$ cat src/rtl/ag_ps2_defs.sv
// Shared definitions for the PS/2 frame receiver: FSM encodings, frame shape
// and the default inactivity timeout.
package ag_ps2_defs;

    typedef enum logic [1:0] {
        ST_IDLE   = 2'd0,
        ST_DATA   = 2'd1,
        ST_PARITY = 2'd2,
        ST_STOP   = 2'd3
    } rx_state_e;

    // start + 8 data + parity + stop
    localparam int FRAME_BITS = 11;

    // 2 ms at the 1 MHz system clock
    localparam int DEF_TIMEOUT = 2000;

    // PS/2 uses odd parity over the data byte plus the parity bit.
    function automatic logic parity_ok(input logic [7:0] data, input logic par);
        return ^{data, par};
    endfunction

endpackage

$ cat src/rtl/ag_ps2_rx_if.sv
// Decoder-facing side of the PS/2 receiver.
//
// Handshake: rx_valid is high while a scan code sits at the FIFO head and
// rx_data holds it; the consumer raises rx_ack for one cycle to pop it.
// A pop happens only on a cycle where rx_valid & rx_ack are both high;
// rx_ack with rx_valid low is ignored by the FIFO but still clears overflow.
// parity_err / frame_err are single-cycle pulses, overflow is sticky.
interface ag_ps2_rx_if;
    logic [7:0] rx_data;
    logic       rx_valid;
    logic       rx_ack;
    logic       parity_err;
    logic       frame_err;
    logic       overflow;
    logic       busy;

    modport master (
        output rx_data, rx_valid, parity_err, frame_err, overflow, busy,
        input  rx_ack
    );

    modport slave (
        input  rx_data, rx_valid, parity_err, frame_err, overflow, busy,
        output rx_ack
    );
endinterface

$ cat src/rtl/ag_ps2_rx_fifo.sv
// Small circular FIFO holding received scan codes until the decoder pops them.
// A push into a full FIFO is accepted only if a pop frees a slot in the same
// cycle; otherwise it is dropped and the caller decides what to flag.
module ag_ps2_fifo #(
    parameter int DEPTH = 4,
    parameter int W     = 8
) (
    input  logic         clk,
    input  logic         reset_n,
    input  logic         push,
    input  logic [W-1:0] din,
    input  logic         pop,
    output logic [W-1:0] dout,
    output logic         empty,
    output logic         full
);
    localparam int PW = $clog2(DEPTH);
    localparam int CW = PW + 1;

    logic [W-1:0]  mem [DEPTH];
    logic [PW-1:0] wr_ptr;
    logic [PW-1:0] rd_ptr;
    logic [CW-1:0] cnt;
    logic          do_pop;
    logic          do_push;

    assign empty   = (cnt == '0);
    assign full    = (cnt == CW'(DEPTH));
    assign do_pop  = pop & ~empty;
    assign do_push = push & (~full | do_pop);
    assign dout    = mem[rd_ptr];

    // Storage array; cleared on reset so the head reads zero when empty.
    always_ff @(posedge clk or negedge reset_n) begin
        if (!reset_n) begin
            for (int i = 0; i < DEPTH; i++) begin
                mem[i] <= '0;
            end
        end else if (do_push) begin
            mem[wr_ptr] <= din;
        end
    end

    // Pointers wrap naturally at DEPTH (power of two); count tracks occupancy.
    always_ff @(posedge clk or negedge reset_n) begin
        if (!reset_n) begin
            wr_ptr <= '0;
            rd_ptr <= '0;
            cnt    <= '0;
        end else begin
            if (do_push) begin
                wr_ptr <= wr_ptr + 1'b1;
            end
            if (do_pop) begin
                rd_ptr <= rd_ptr + 1'b1;
            end
            case ({do_push, do_pop})
                2'b10:   cnt <= cnt + 1'b1;
                2'b01:   cnt <= cnt - 1'b1;
                default: cnt <= cnt;
            endcase
        end
    end

endmodule

$ cat src/rtl/ag_ps2_rx.sv
// PS/2 keyboard frame receiver: detects falling edges of the filtered PS/2
// clock, deserialises start/8 data/parity/stop, validates the frame and
// queues good scan codes for the decoder.
module ag_ps2_rx
    import ag_ps2_defs::*;
#(
    parameter int TIMEOUT = DEF_TIMEOUT,
    parameter int DEPTH   = 4
) (
    input  logic            clk,
    input  logic            reset_n,
    input  logic            ps2_clk,
    input  logic            ps2_data,
    ag_ps2_rx_if.master     rx,
    output rx_state_e       state_dbg
);
    localparam int DATA_BITS = FRAME_BITS - 3;
    localparam int TW        = $clog2(TIMEOUT + 1);

    rx_state_e     state, state_n;
    logic [2:0]    bitcnt, bitcnt_n;
    logic [7:0]    shreg, shreg_n;
    logic          par, par_n;
    logic [TW-1:0] tcnt;
    logic          ps2_clk_q;
    logic          fall;
    logic          timeout;
    logic          push;
    logic          perr_c;
    logic          ferr_c;
    logic          overflow_q;
    logic [7:0]    fifo_dout;
    logic          fifo_empty;
    logic          fifo_full;
    logic          pop_now;

    // Previous PS/2 clock level; idles high so reset never fakes a fall.
    always_ff @(posedge clk or negedge reset_n) begin
        if (!reset_n) begin
            ps2_clk_q <= 1'b1;
        end else begin
            ps2_clk_q <= ps2_clk;
        end
    end

    assign fall    = ps2_clk_q & ~ps2_clk;
    assign timeout = (state != ST_IDLE) && (tcnt == TW'(TIMEOUT - 1));

    // Inactivity counter: restarts on each clock fall and stays at zero in IDLE.
    always_ff @(posedge clk or negedge reset_n) begin
        if (!reset_n) begin
            tcnt <= '0;
        end else if (state == ST_IDLE || fall || timeout) begin
            tcnt <= '0;
        end else begin
            tcnt <= tcnt + 1'b1;
        end
    end

    // FSM state and frame datapath registers.
    always_ff @(posedge clk or negedge reset_n) begin
        if (!reset_n) begin
            state  <= ST_IDLE;
            bitcnt <= '0;
            shreg  <= '0;
            par    <= 1'b0;
        end else begin
            state  <= state_n;
            bitcnt <= bitcnt_n;
            shreg  <= shreg_n;
            par    <= par_n;
        end
    end

    // Next-state decode; a timeout wins over any fall seen in the same cycle.
    always_comb begin
        state_n  = state;
        bitcnt_n = bitcnt;
        shreg_n  = shreg;
        par_n    = par;
        push     = 1'b0;
        perr_c   = 1'b0;
        ferr_c   = 1'b0;
        if (timeout) begin
            state_n = ST_IDLE;
            ferr_c  = 1'b1;
        end else if (fall) begin
            case (state)
                ST_IDLE: begin
                    // A high data line here is a glitch, not a start bit.
                    if (!ps2_data) begin
                        state_n  = ST_DATA;
                        bitcnt_n = '0;
                    end
                end
                ST_DATA: begin
                    shreg_n  = {ps2_data, shreg[7:1]};
                    bitcnt_n = bitcnt + 1'b1;
                    if (bitcnt == 3'(DATA_BITS - 1)) begin
                        state_n = ST_PARITY;
                    end
                end
                ST_PARITY: begin
                    par_n   = ps2_data;
                    state_n = ST_STOP;
                end
                ST_STOP: begin
                    // A bad stop bit masks any parity problem.
                    if (!ps2_data) begin
                        ferr_c = 1'b1;
                    end else if (!parity_ok(shreg, par)) begin
                        perr_c = 1'b1;
                    end else begin
                        push = 1'b1;
                    end
                    state_n = ST_IDLE;
                end
                default: state_n = ST_IDLE;
            endcase
        end
    end

    ag_ps2_fifo #(
        .DEPTH (DEPTH),
        .W     (8)
    ) u_fifo (
        .clk     (clk),
        .reset_n (reset_n),
        .push    (push),
        .din     (shreg),
        .pop     (rx.rx_ack),
        .dout    (fifo_dout),
        .empty   (fifo_empty),
        .full    (fifo_full)
    );

    assign pop_now = rx.rx_ack & ~fifo_empty;

    // Sticky overflow: set when a good code is dropped, cleared by any ack.
    always_ff @(posedge clk or negedge reset_n) begin
        if (!reset_n) begin
            overflow_q <= 1'b0;
        end else if (push && fifo_full && !pop_now) begin
            overflow_q <= 1'b1;
        end else if (rx.rx_ack) begin
            overflow_q <= 1'b0;
        end
    end

    assign rx.rx_data    = fifo_dout;
    assign rx.rx_valid   = ~fifo_empty;
    assign rx.parity_err = perr_c;
    assign rx.frame_err  = ferr_c;
    assign rx.overflow   = overflow_q;
    assign rx.busy       = (state != ST_IDLE);
    assign state_dbg     = state;

endmodule

$ cat src/flat_wrapper.sv
// flat-port wrapper written by rule: the top's interface ports become plain ports
module ag_ps2_rx_flat import ag_ps2_defs::*;
#(
    parameter int TIMEOUT = DEF_TIMEOUT,
    parameter int DEPTH   = 4
)
  (clk, reset_n, ps2_clk, ps2_data, state_dbg, rx_rx_data, rx_rx_valid, rx_parity_err, rx_frame_err, rx_overflow, rx_busy, rx_rx_ack);
  ag_ps2_rx_if rx_i ();
  input  logic clk;
  input  logic reset_n;
  input  logic ps2_clk;
  input  logic ps2_data;
  output rx_state_e state_dbg;
  output wire logic [$bits(rx_i.rx_data)-1:0] rx_rx_data;
  output wire logic [$bits(rx_i.rx_valid)-1:0] rx_rx_valid;
  output wire logic [$bits(rx_i.parity_err)-1:0] rx_parity_err;
  output wire logic [$bits(rx_i.frame_err)-1:0] rx_frame_err;
  output wire logic [$bits(rx_i.overflow)-1:0] rx_overflow;
  output wire logic [$bits(rx_i.busy)-1:0] rx_busy;
  input wire logic [$bits(rx_i.rx_ack)-1:0] rx_rx_ack;
  assign rx_rx_data = rx_i.rx_data;
  assign rx_rx_valid = rx_i.rx_valid;
  assign rx_parity_err = rx_i.parity_err;
  assign rx_frame_err = rx_i.frame_err;
  assign rx_overflow = rx_i.overflow;
  assign rx_busy = rx_i.busy;
  assign rx_i.rx_ack = rx_rx_ack;
  ag_ps2_rx #(.TIMEOUT(TIMEOUT), .DEPTH(DEPTH)) u_core (.clk(clk), .reset_n(reset_n), .ps2_clk(ps2_clk), .ps2_data(ps2_data), .rx(rx_i), .state_dbg(state_dbg));
endmodule
$ cat config.mk
export PLATFORM = sky130hd
export DESIGN_NAME = ag_ps2_rx_flat
export DESIGN_NICKNAME = d
export VERILOG_FILES = /design/src/rtl/ag_ps2_defs.sv /design/src/rtl/ag_ps2_rx_if.sv /design/src/rtl/ag_ps2_rx_fifo.sv /design/src/rtl/ag_ps2_rx.sv /design/src/flat_wrapper.sv
export SDC_FILE = /design/constraint.sdc
export NUM_CORES = 1
export LEC_CHECK = 0
export CAP_MARGIN = 20
export CELL_PAD_IN_SITES_DETAIL_PLACEMENT = 1
export CELL_PAD_IN_SITES_GLOBAL_PLACEMENT = 1
export CORE_AREA = 4 4 76 93
export CTS_CLUSTER_SIZE = 10
export DETAILED_ROUTE_END_ITERATION = 12
export DIE_AREA = 0 0 80 97
export GPL_ROUTABILITY_DRIVEN = 0
export PLACE_DENSITY_LB_ADDON = 0.1
export SYNTH_ARGS = -nofsm -noshare
export SYNTH_HDL_FRONTEND = slang
export SYNTH_SLANG_ARGS = --single-unit
$ cat constraint.sdc
create_clock -name clk -period 6.2 [get_ports clk]
set_input_delay 1.24 -clock clk [delete_from_list [all_inputs] [get_ports clk]]
set_output_delay 1.24 -clock clk [all_outputs]
set_load 0.01 [all_outputs]
# Yosys cells after proc, flatten, opt, wreduce, memory -nomap -nowiden
# Index checks and enable logic that the tools add are counted.
# totals
mem_bits_ro	0
mem_count	0
mem_bits_rw	0
latch_bits	0
output_inout_bits	15
word_cells	94
regBits	66
# op_classes
eq_ne	11
shifts	0
muxes	31
magnitude_cmp	3
n_reduce_logical	19
n_addsub	6
bitwise	10
div	0
n_mul	0
# ops
cell	count
32-bit bitwise mux	1
8-bit two-way mux	3
8-bit binary-select mux with 2-bit select	1
8-bit demux with 2-bit select	1
1-bit two-way mux	16
3-bit one-hot mux with 2 select lines	2
11-bit by 1-bit adder with 11-bit output, second input constant	1
11-bit equality test, second input constant	1
11-bit two-way mux	1
2-bit nonzero test	5
3-bit AND reduction	3
9-bit XOR reduction	1
2-bit two-way mux	4
2-bit one-hot mux with 4 select lines	1
3-bit by 1-bit adder with 3-bit output, second input constant	2
2-bit equality test, second input constant	3
3-bit equality test, second input constant	2
3-bit greater-or-equal comparator, second input constant	2
2-bit NOT with 3-bit output	2
2-bit by 1-bit adder with 2-bit output, second input constant	2
2-bit by 1-bit equality test with 1-bit output, second input constant	2
1-bit logical AND	4
1-bit NOT	4
4-bit AND reduction	1
other kinds (12)	15

# Depth between registers and ports, before layout
# Gate-level depths: netlist (run 1).
# depth
depth_word	9
ltp_mapped	13
mapped_depth_nobuf	13

# Cells and area by module
# Synthesis (run 1) repeated with hierarchy kept, for this count alone.
# unflattened
cells_unflattened	251
area_unflattened_um2	3268.1
# modules_own_cells
module	seq_area_each_um2	n_inst	cells_per_inst	area_each_um2
ag_ps2_fifo	975.9	1	115	1801.7
ag_ps2_rx	676.9	1	136	1466.4

# Worst setup path before layout (run 1)
# Ideal clock, no wire load.
# synth_timing
path_type	input port to output port
startpoint	input ps2_clk
endpoint	output rx_parity_err
arrival_ps	2064
t_required_ps	4960
path_stages	4
slack_ps	2896
n_path_buf	1
path_cell_list	nor2b_1 -> clkbuf_1 -> nand4_4 -> nor2b_1
# synth_between
elab_chain_cells	4
# synth_rtl
item	line_no	rtl
start, declared	flat_wrapper.sv:11	input logic ps2_clk;
1-bit NOT	ag_ps2_rx.sv:46	assign fall = ps2_clk_q & ~ps2_clk;
1-bit AND	ag_ps2_rx.sv:46	
1-bit two-way mux	ag_ps2_rx.sv:87	end else if (fall) begin
1-bit two-way mux	ag_ps2_rx.sv:84	if (timeout) begin
end, declared	flat_wrapper.sv:16	output wire logic [$bits(rx_i.parity_err)-1:0] rx_parity_err;
# Every way passes these cells.

# Worst setup path in the final report (run 1)
# Same ends and word-level chain as after synthesis.

==> run summary, run 1 <==
SYNTH
------------------------------------------------------------------------------------------
Post-synth EDFFs                                                                         0
Syn_nets                                                                               252
Cells taking the most area after synthesis                                    dfrtp_1 51%, mux2_2 12%, mux4_2 5.6%
Most area-hungry cell type in the Yosys netlist                                    dfrtp_1
Post-Syn Instances                                                                     233
Warnings from Yosys                                                                      0
Syn_area_per_cell                                                                 13.7 µm²
Number of library cell types mapped by synthesis                                        37
Prevailing post-synth register cell                                                dfrtp_1
Flops & latches, synth                                                                  66
Fraction of synthesized cell area taken by the top area cell type                    0.508
Mapped cell area                                                                  3200 µm²
Share of flip-flops with an asynchronous set or reset after synthesis                 1.00
Part of the Yosys area used for sequential elements                                  0.516

GRT
------------------------------------------------------------------------------------------
Global-route wire length before repair                                           10,500 µm
Vias in the first global route                                                       2,042
Maximum number of pins on one net before global-route repair                            67
Antenna violations before repair                                                         0
Global Route Usage Sum                                                               0.177
Grt total ovfl                                                                           0

PLACED DESIGN
------------------------------------------------------------------------------------------
PortBufs                                                                                19
Instance area after placement                                                     3480 µm²
Placed wire-length estimate                                                        3900 µm

FLOORPLANNING
------------------------------------------------------------------------------------------
Rows                                                                                    32
Die outline area                                                                  7760 µm²
Die span in y                                                                        97 µm
Die Span X                                                                           80 µm
Initial core utilization                                                             0.513
Core area                                                                         6250 µm²
Total I/O pin count                                                                     20

DETAILED ROUTING
------------------------------------------------------------------------------------------
Vias post-DR                                                                         1,861
Routed len/inst                                                                    17.2 µm
Number of DRC markers in iteration 0                                                    54
Remaining DRCs                                                                           0
Detailed Route WL                                                                  5960 µm
Router iterations before antenna repair                                                  3
Number of nets still failing antenna checks after routing                                0
Post-DR vias/cell                                                                     5.38

LAYOUT
------------------------------------------------------------------------------------------
Syn-to-layout area delta                                                             14.6%
End-of-flow core utilization                                                         0.587
Number of inserted diodes                                                                0
Share of cells above drive strength 1                                                0.264
Layout Nets                                                                            277
Number of filler cells placed in the layout                                            644
Design Area, Final                                                                3670 µm²

STA
------------------------------------------------------------------------------------------
Setup violators final                                                                    0
Shortest clock period the worst path allows after layout                           4460 ps
Setup TNS after final layout                                                          0 ps
Clock Skews                                                                        6.85 ps
Period Utilization, post-route                                                       0.720
RSZ-0062 raised after global routing                                                 false
Measured slew at the worst slew-check pin                                           833 ps
Pins Over Slew Limit                                                                     0
Relative slew margins                                                                0.445
Number of hold-slack violations in the final timing report                               0
Maximum achievable frequency                                                       224 MHz

PWR
------------------------------------------------------------------------------------------
LEAKAGE                                                                            1.72 nW
Maximum vdd ir drop                                                               0.358 mV
Design Power                                                                     0.00181 W
Power per cell area                                                             492 nW/µm²

CLOCK NETWORK
------------------------------------------------------------------------------------------
Number of buffers between clock root and the deepest sink                                2
Post-cts hold buffer count                                                               0
Post CTS Setup Buffer Count                                                              0
Clock sinks                                                                             66
CTS resizes                                                                              0
Clock edge transition at the registers on the reported setup and hold paths          60 ps
CTS H-Tree Depth                                                                         3
TritonCTS Buffers                                                                        9
CTS Root Cell                                                                     clkbuf_8
Worst-skew pair later-pin latency                                                   330 ps
Clock tree from TritonCTS                                                              yes

SETUP PATH
------------------------------------------------------------------------------------------
Kind of cell with the highest combined delay on the critical path             simple AND/OR/NAND/NOR gates
Maximum fanout along the worst path                                                      7
Worst-path cell with the longest stage delay                                  clkdlybuf4s50_1
Worst setup SP type                                                           primary input
Required time at the worst-slack endpoint                                          4960 ps
Largest stage delay on the critical path                                            540 ps
Worst setup path category                                                     primary input to primary output
Arr. time, crit path                                                               3220 ps
Setup crit end kind                                                           primary output
List of cells traversed by the critical path                                  clkdlybuf4s50_1 > nor2b_1 > nand4_4 > nor2b_1 > clkdlybuf4s50_1
Buffers plus inverters on the worst setup path                                           2

WORST HOLD PATH
------------------------------------------------------------------------------------------
Hold WC Path Type                                                             flop to flop

FLOW RUN
------------------------------------------------------------------------------------------
Max cap viols                                                                            0

RUN STATUS
------------------------------------------------------------------------------------------
Run status                                                                    complete, no violations

-- cells in the final DEF, fill, tap and decap left out, types with 2 or more instances in the layout --
cell / count
and2_1: 2
nand3_1: 6
or3_1: 2
clkbuf_8: 11
xnor2_1: 12
nor2b_1: 2
o21ai_0: 2
nor3_1: 2
inv_1: 11
clkinv_2: 2
mux2_1: 8
mux2_2: 35
ha_1: 13
clkdlybuf4s50_1: 18
a22o_1: 2
or4b_1: 2
and3_1: 4
nor2_1: 15
nor3_4: 4
mux4_2: 8
dfrtp_1: 65
nand2_1: 10
xor2_1: 8
-- state kept, by name, indices dropped and copies added, names as in the netlist --
register,flops
u_core.u_fifo.wr_ptr,2
u_core.ps2_clk_q,1
u_core.shreg,8
u_core.rx.overflow,1
u_core.tcnt,11
u_core.par,1
u_core.state_dbg,2
u_core.bitcnt,3
u_core.u_fifo.mem,32
u_core.u_fifo.rd_ptr,2
u_core.u_fifo.cnt,3
-- layout make-up --
cell class	instances	area (µm²)	area share
Timing Repair Buffer	20	193	0.0525
Inverter	11	41.3	0.0113
Multi-Input combinational cell	150	1480	0.405
Clock buffer	11	151	0.0413
Tap cell	85	106	0.0290
Clock inverter	3	40.0	0.0109
Sequential cell	66	1650	0.451
-- Yosys cell counts, types with 2 or more instances --
master,instances
mux2_2,35
or3_1,2
nor3_4,4
inv_1,11
o21ai_0,2
mux4_2,8
mux2_1,8
buf_1,2
ha_1,13
nand2_1,10
and3_1,4
or4b_1,2
and2_1,2
nor3_1,2
nand3_1,6
clkbuf_1,3
a22o_1,2
xor2_1,8
nor2b_1,2
dfrtp_1,65
xnor2_1,12
nor2_1,15
-- final timing paths --
kind / startpoint / end / slack, ps / cells past startpoint
min in group asynchronous: reset_n / u_core.u_fifo.mem[21]$_DFFE_PN0P_ / 1090 / 2
max in group asynchronous: reset_n / u_core.bitcnt[1]$_DFFE_PN0P_ / 4560 / 2
worst max register to register: u_core.state_dbg[0]$_DFFE_PN0P_ / u_core.u_fifo.cnt[2]$_DFFE_PN0P_ / 2790 / 13
worst min-delay path: u_core.tcnt[0]$_DFF_PN0_ / u_core.tcnt[0]$_DFF_PN0_ / 460 / 1
worst max-delay path: ps2_clk / rx_parity_err / 1740 / 5
worst min register to register: u_core.tcnt[0]$_DFF_PN0_ / u_core.tcnt[0]$_DFF_PN0_ / 460 / 1
-- per-stage QoR --
step	hold slack (ps)	std cells	setup slack [ps]
2_1_floorplan	424	233	2900
3_3_place_gp	451	332	1830
3_5_place_dp	453	332	1810
4_1_cts	462	346	1740
5_1_grt	476	346	1590
6_report	457	346	1740
-- power by group --
part / leakage (nW) / total [W] / switching (W) / internal (W)
combinational: 0.749 / 0.000742 / 0.000363 / 0.000380
sequential: 0.872 / 0.000707 / 0.000146 / 0.000561
clock: 0.101 / 0.000356 / 0.000154 / 0.000202
total: 1.72 / 0.00181 / 0.000662 / 0.00114
-- routing by layer --
layer,routed length [µm],vias to the layer above,track usage
li1,-,863,-
met1,2610,968,0.228
met2,3130,22,0.292
met3,133,8,0.0391
met4,83,0,0.0624
met5,0,-,0
-- cells by family (layout without fill, tap and decap cells) --
logic type	Yosys count	count (layout)	share of synthesized area
flops	66	66	0.516
mux	52	52	0.211
buf+inv	17	45	0.0203
simple gates	54	54	0.106
xor+xnor	22	22	0.0707
compound gates	8	8	0.0192
fa+ha+maj	14	14	0.0571
Note: power is estimated with default switching activity, not from simulation.
==> run 2, diff against run 1 <==
Settings changed: CORE_AREA 4 4 76 93 to 4 4 79 96, DIE_AREA 0 0 80 97 to 0 0 83 100.
Clock period 6.2 ns to 4.4 ns, I/O delays scaled along.
==> run 2 against run 1 <==
Effect of this change: clock skew up 0.70 ps; first-iteration DRC count down 22%; critical path depth up 2; worst hold slack worse by 1.9 ps; core utilization down 3.1 points; non-clock buffer count up 1; sequential power up 41%; cell area up 1.4%; sequential cell count unchanged; setup slack worse by 1100 ps; die area up 7.0%.
==> run summary, run 2 (same netlist as run 1, synthesis figures left out) <==
STA
------------------------------------------------------------------------------------------
RSZ-0062 raised after global routing                                                 false
Pins Over Slew Limit                                                                     0
Setup violators final                                                                    0
Maximum achievable frequency                                                       267 MHz
Shortest clock period the worst path allows after layout                           3740 ps
Relative slew margins                                                                0.592
Clock Skews                                                                        7.54 ps
Number of hold-slack violations in the final timing report                               0
Setup TNS after final layout                                                          0 ps
Measured slew at the worst slew-check pin                                           613 ps
Period Utilization, post-route                                                       0.850

SETUP PATH
------------------------------------------------------------------------------------------
Arr. time, crit path                                                               2860 ps
Setup crit end kind                                                           primary output
Timing startpoint of the critical path                                        u_core.state_dbg[0]$_DFFE_PN0P_
Maximum fanout along the worst path                                                      7
R2R Path Start                                                                u_core.state_dbg[0]$_DFFE_PN0P_
Worst setup SP type                                                                   flop
Required time at the worst-slack endpoint                                          3520 ps
Worst setup path category                                                     flop to primary output

DETAILED ROUTING
------------------------------------------------------------------------------------------
Number of DRC markers in iteration 0                                                    42
Detailed Route WL                                                                  5930 µm
Post-DR vias/cell                                                                     5.32
Routed len/inst                                                                    16.9 µm
Router iterations before antenna repair                                                  3
Number of nets still failing antenna checks after routing                                0
Remaining DRCs                                                                           0
Vias post-DR                                                                         1,868

LAYOUT
------------------------------------------------------------------------------------------
Layout Nets                                                                            278
Top flop regs                                                                 u_core.u_fifo.mem x32, u_core.tcnt x11, u_core.shreg x8
Syn-to-layout area delta                                                             16.1%
Number of inserted diodes                                                                0
Highest-count cells in the layout ignoring fill and taps                      65 x dfrtp_1, 35 x mux2_2, 18 x clkdlybuf4s50_1, 15 x nor2_1, 13 x ha_1
Largest register by flop count                                                u_core.u_fifo.mem
Share of cells above drive strength 1                                                0.269
Most common cell after layout, fill and taps aside                                 dfrtp_1
Design Area, Final                                                                3720 µm²
Max FFs per register                                                                    32
Number of standard cells in the layout, taps in and fillers out                        351

GRT
------------------------------------------------------------------------------------------
Global Route Usage Sum                                                               0.164
Maximum number of pins on one net before global-route repair                            35
Grt total ovfl                                                                           0
Vias in the first global route                                                       2,154
Antenna violations before repair                                                         0
Global-route wire length before repair                                           10,700 µm

CLOCK NETWORK
------------------------------------------------------------------------------------------
CTS resizes                                                                              0
Post-cts hold buffer count                                                               0
Clock edge transition at the registers on the reported setup and hold paths          70 ps
Clock tree from TritonCTS                                                              yes
Post CTS Setup Buffer Count                                                              0
CTS Root Cell                                                                     clkbuf_8
CTS H-Tree Depth                                                                         3
Worst-skew pair later-pin latency                                                   340 ps
Clock sinks                                                                             66
Number of buffers between clock root and the deepest sink                                2
TritonCTS Buffers                                                                        9

PWR
------------------------------------------------------------------------------------------
Design Power                                                                     0.00260 W
LEAKAGE                                                                            1.74 nW
Maximum vdd ir drop                                                               0.425 mV
Power per cell area                                                             698 nW/µm²

FLOORPLANNING
------------------------------------------------------------------------------------------
Core area                                                                         6690 µm²
Die outline area                                                                  8300 µm²
Die span in y                                                                       100 µm
Initial core utilization                                                             0.479
Total I/O pin count                                                                     20
Die Span X                                                                           83 µm
Rows                                                                                    33

FLOW RUN
------------------------------------------------------------------------------------------
Max cap viols                                                                            0

PLACED DESIGN
------------------------------------------------------------------------------------------
Instance area after placement                                                     3500 µm²
# placed instances                                                                     335
PortBufs                                                                                19
Placed wire-length estimate                                                        4260 µm

WORST HOLD PATH
------------------------------------------------------------------------------------------
Hold WC Path Type                                                             primary input to async pin

RUN STATUS
------------------------------------------------------------------------------------------
Run status                                                                    complete, no violations

## run 2: final timing paths
check                                                     to  slack [ps]  cells after the start
min reg2reg                         u_core.tcnt[0]$_DFF_PN0_         460                      1
min in group clk                    u_core.tcnt[0]$_DFF_PN0_         460                      1
max                                            rx_parity_err         660                      7
max in group asynchronous         u_core.ps2_clk_q$_DFF_PN1_        3060                      3
min                        u_core.u_fifo.mem[19]$_DFFE_PN0P_         460                      1
max reg2reg                 u_core.u_fifo.cnt[2]$_DFFE_PN0P_        1050                     13
## run 2: cell type report
cell class,count,area [µm²]
clock inverter,5,77.6
timing repair buffer,21,213
fill,682,2970
multi-input combinational,150,1480
inverter,11,41.3
sequential,66,1650
clock buffer,11,141
tap,87,109
## run 2: metrics by stage
step	hold slack (ps)	utilization	setup slack, ps
final	455	0.556	658
after global routing	467	0.556	504
after CTS	455	0.556	611
after detailed placement	458	0.523	714
after global placement	449	0.520	715
after floorplan	424	-	1260
## run 2: layer usage
| metal | vias to the layer above | routed length (µm) | track usage |
|---|---|---|---|
| met4 | 0 | 136 | 0.0792 |
| met1 | 967 | 2590 | 0.205 |
| li1 | 866 | - | - |
| met5 | - | 0 | 0 |
| met3 | 12 | 137 | 0.0287 |
| met2 | 23 | 3070 | 0.277 |
## run 2: critical path: stages (launching register included)
cell and delay, ps:
dfrtp_1 400, inv_1 110, ha_1 270, or4b_1 540
or3_4 440, nand4_4 200, nor2b_1 80, clkdlybuf4s50_1 490
## run 2: power by group
group	total [W]	internal [W]	switching (W)
combinational	0.00104	0.000537	0.000503
sequential	0.000999	0.000791	0.000208
clock	0.000556	0.000333	0.000224
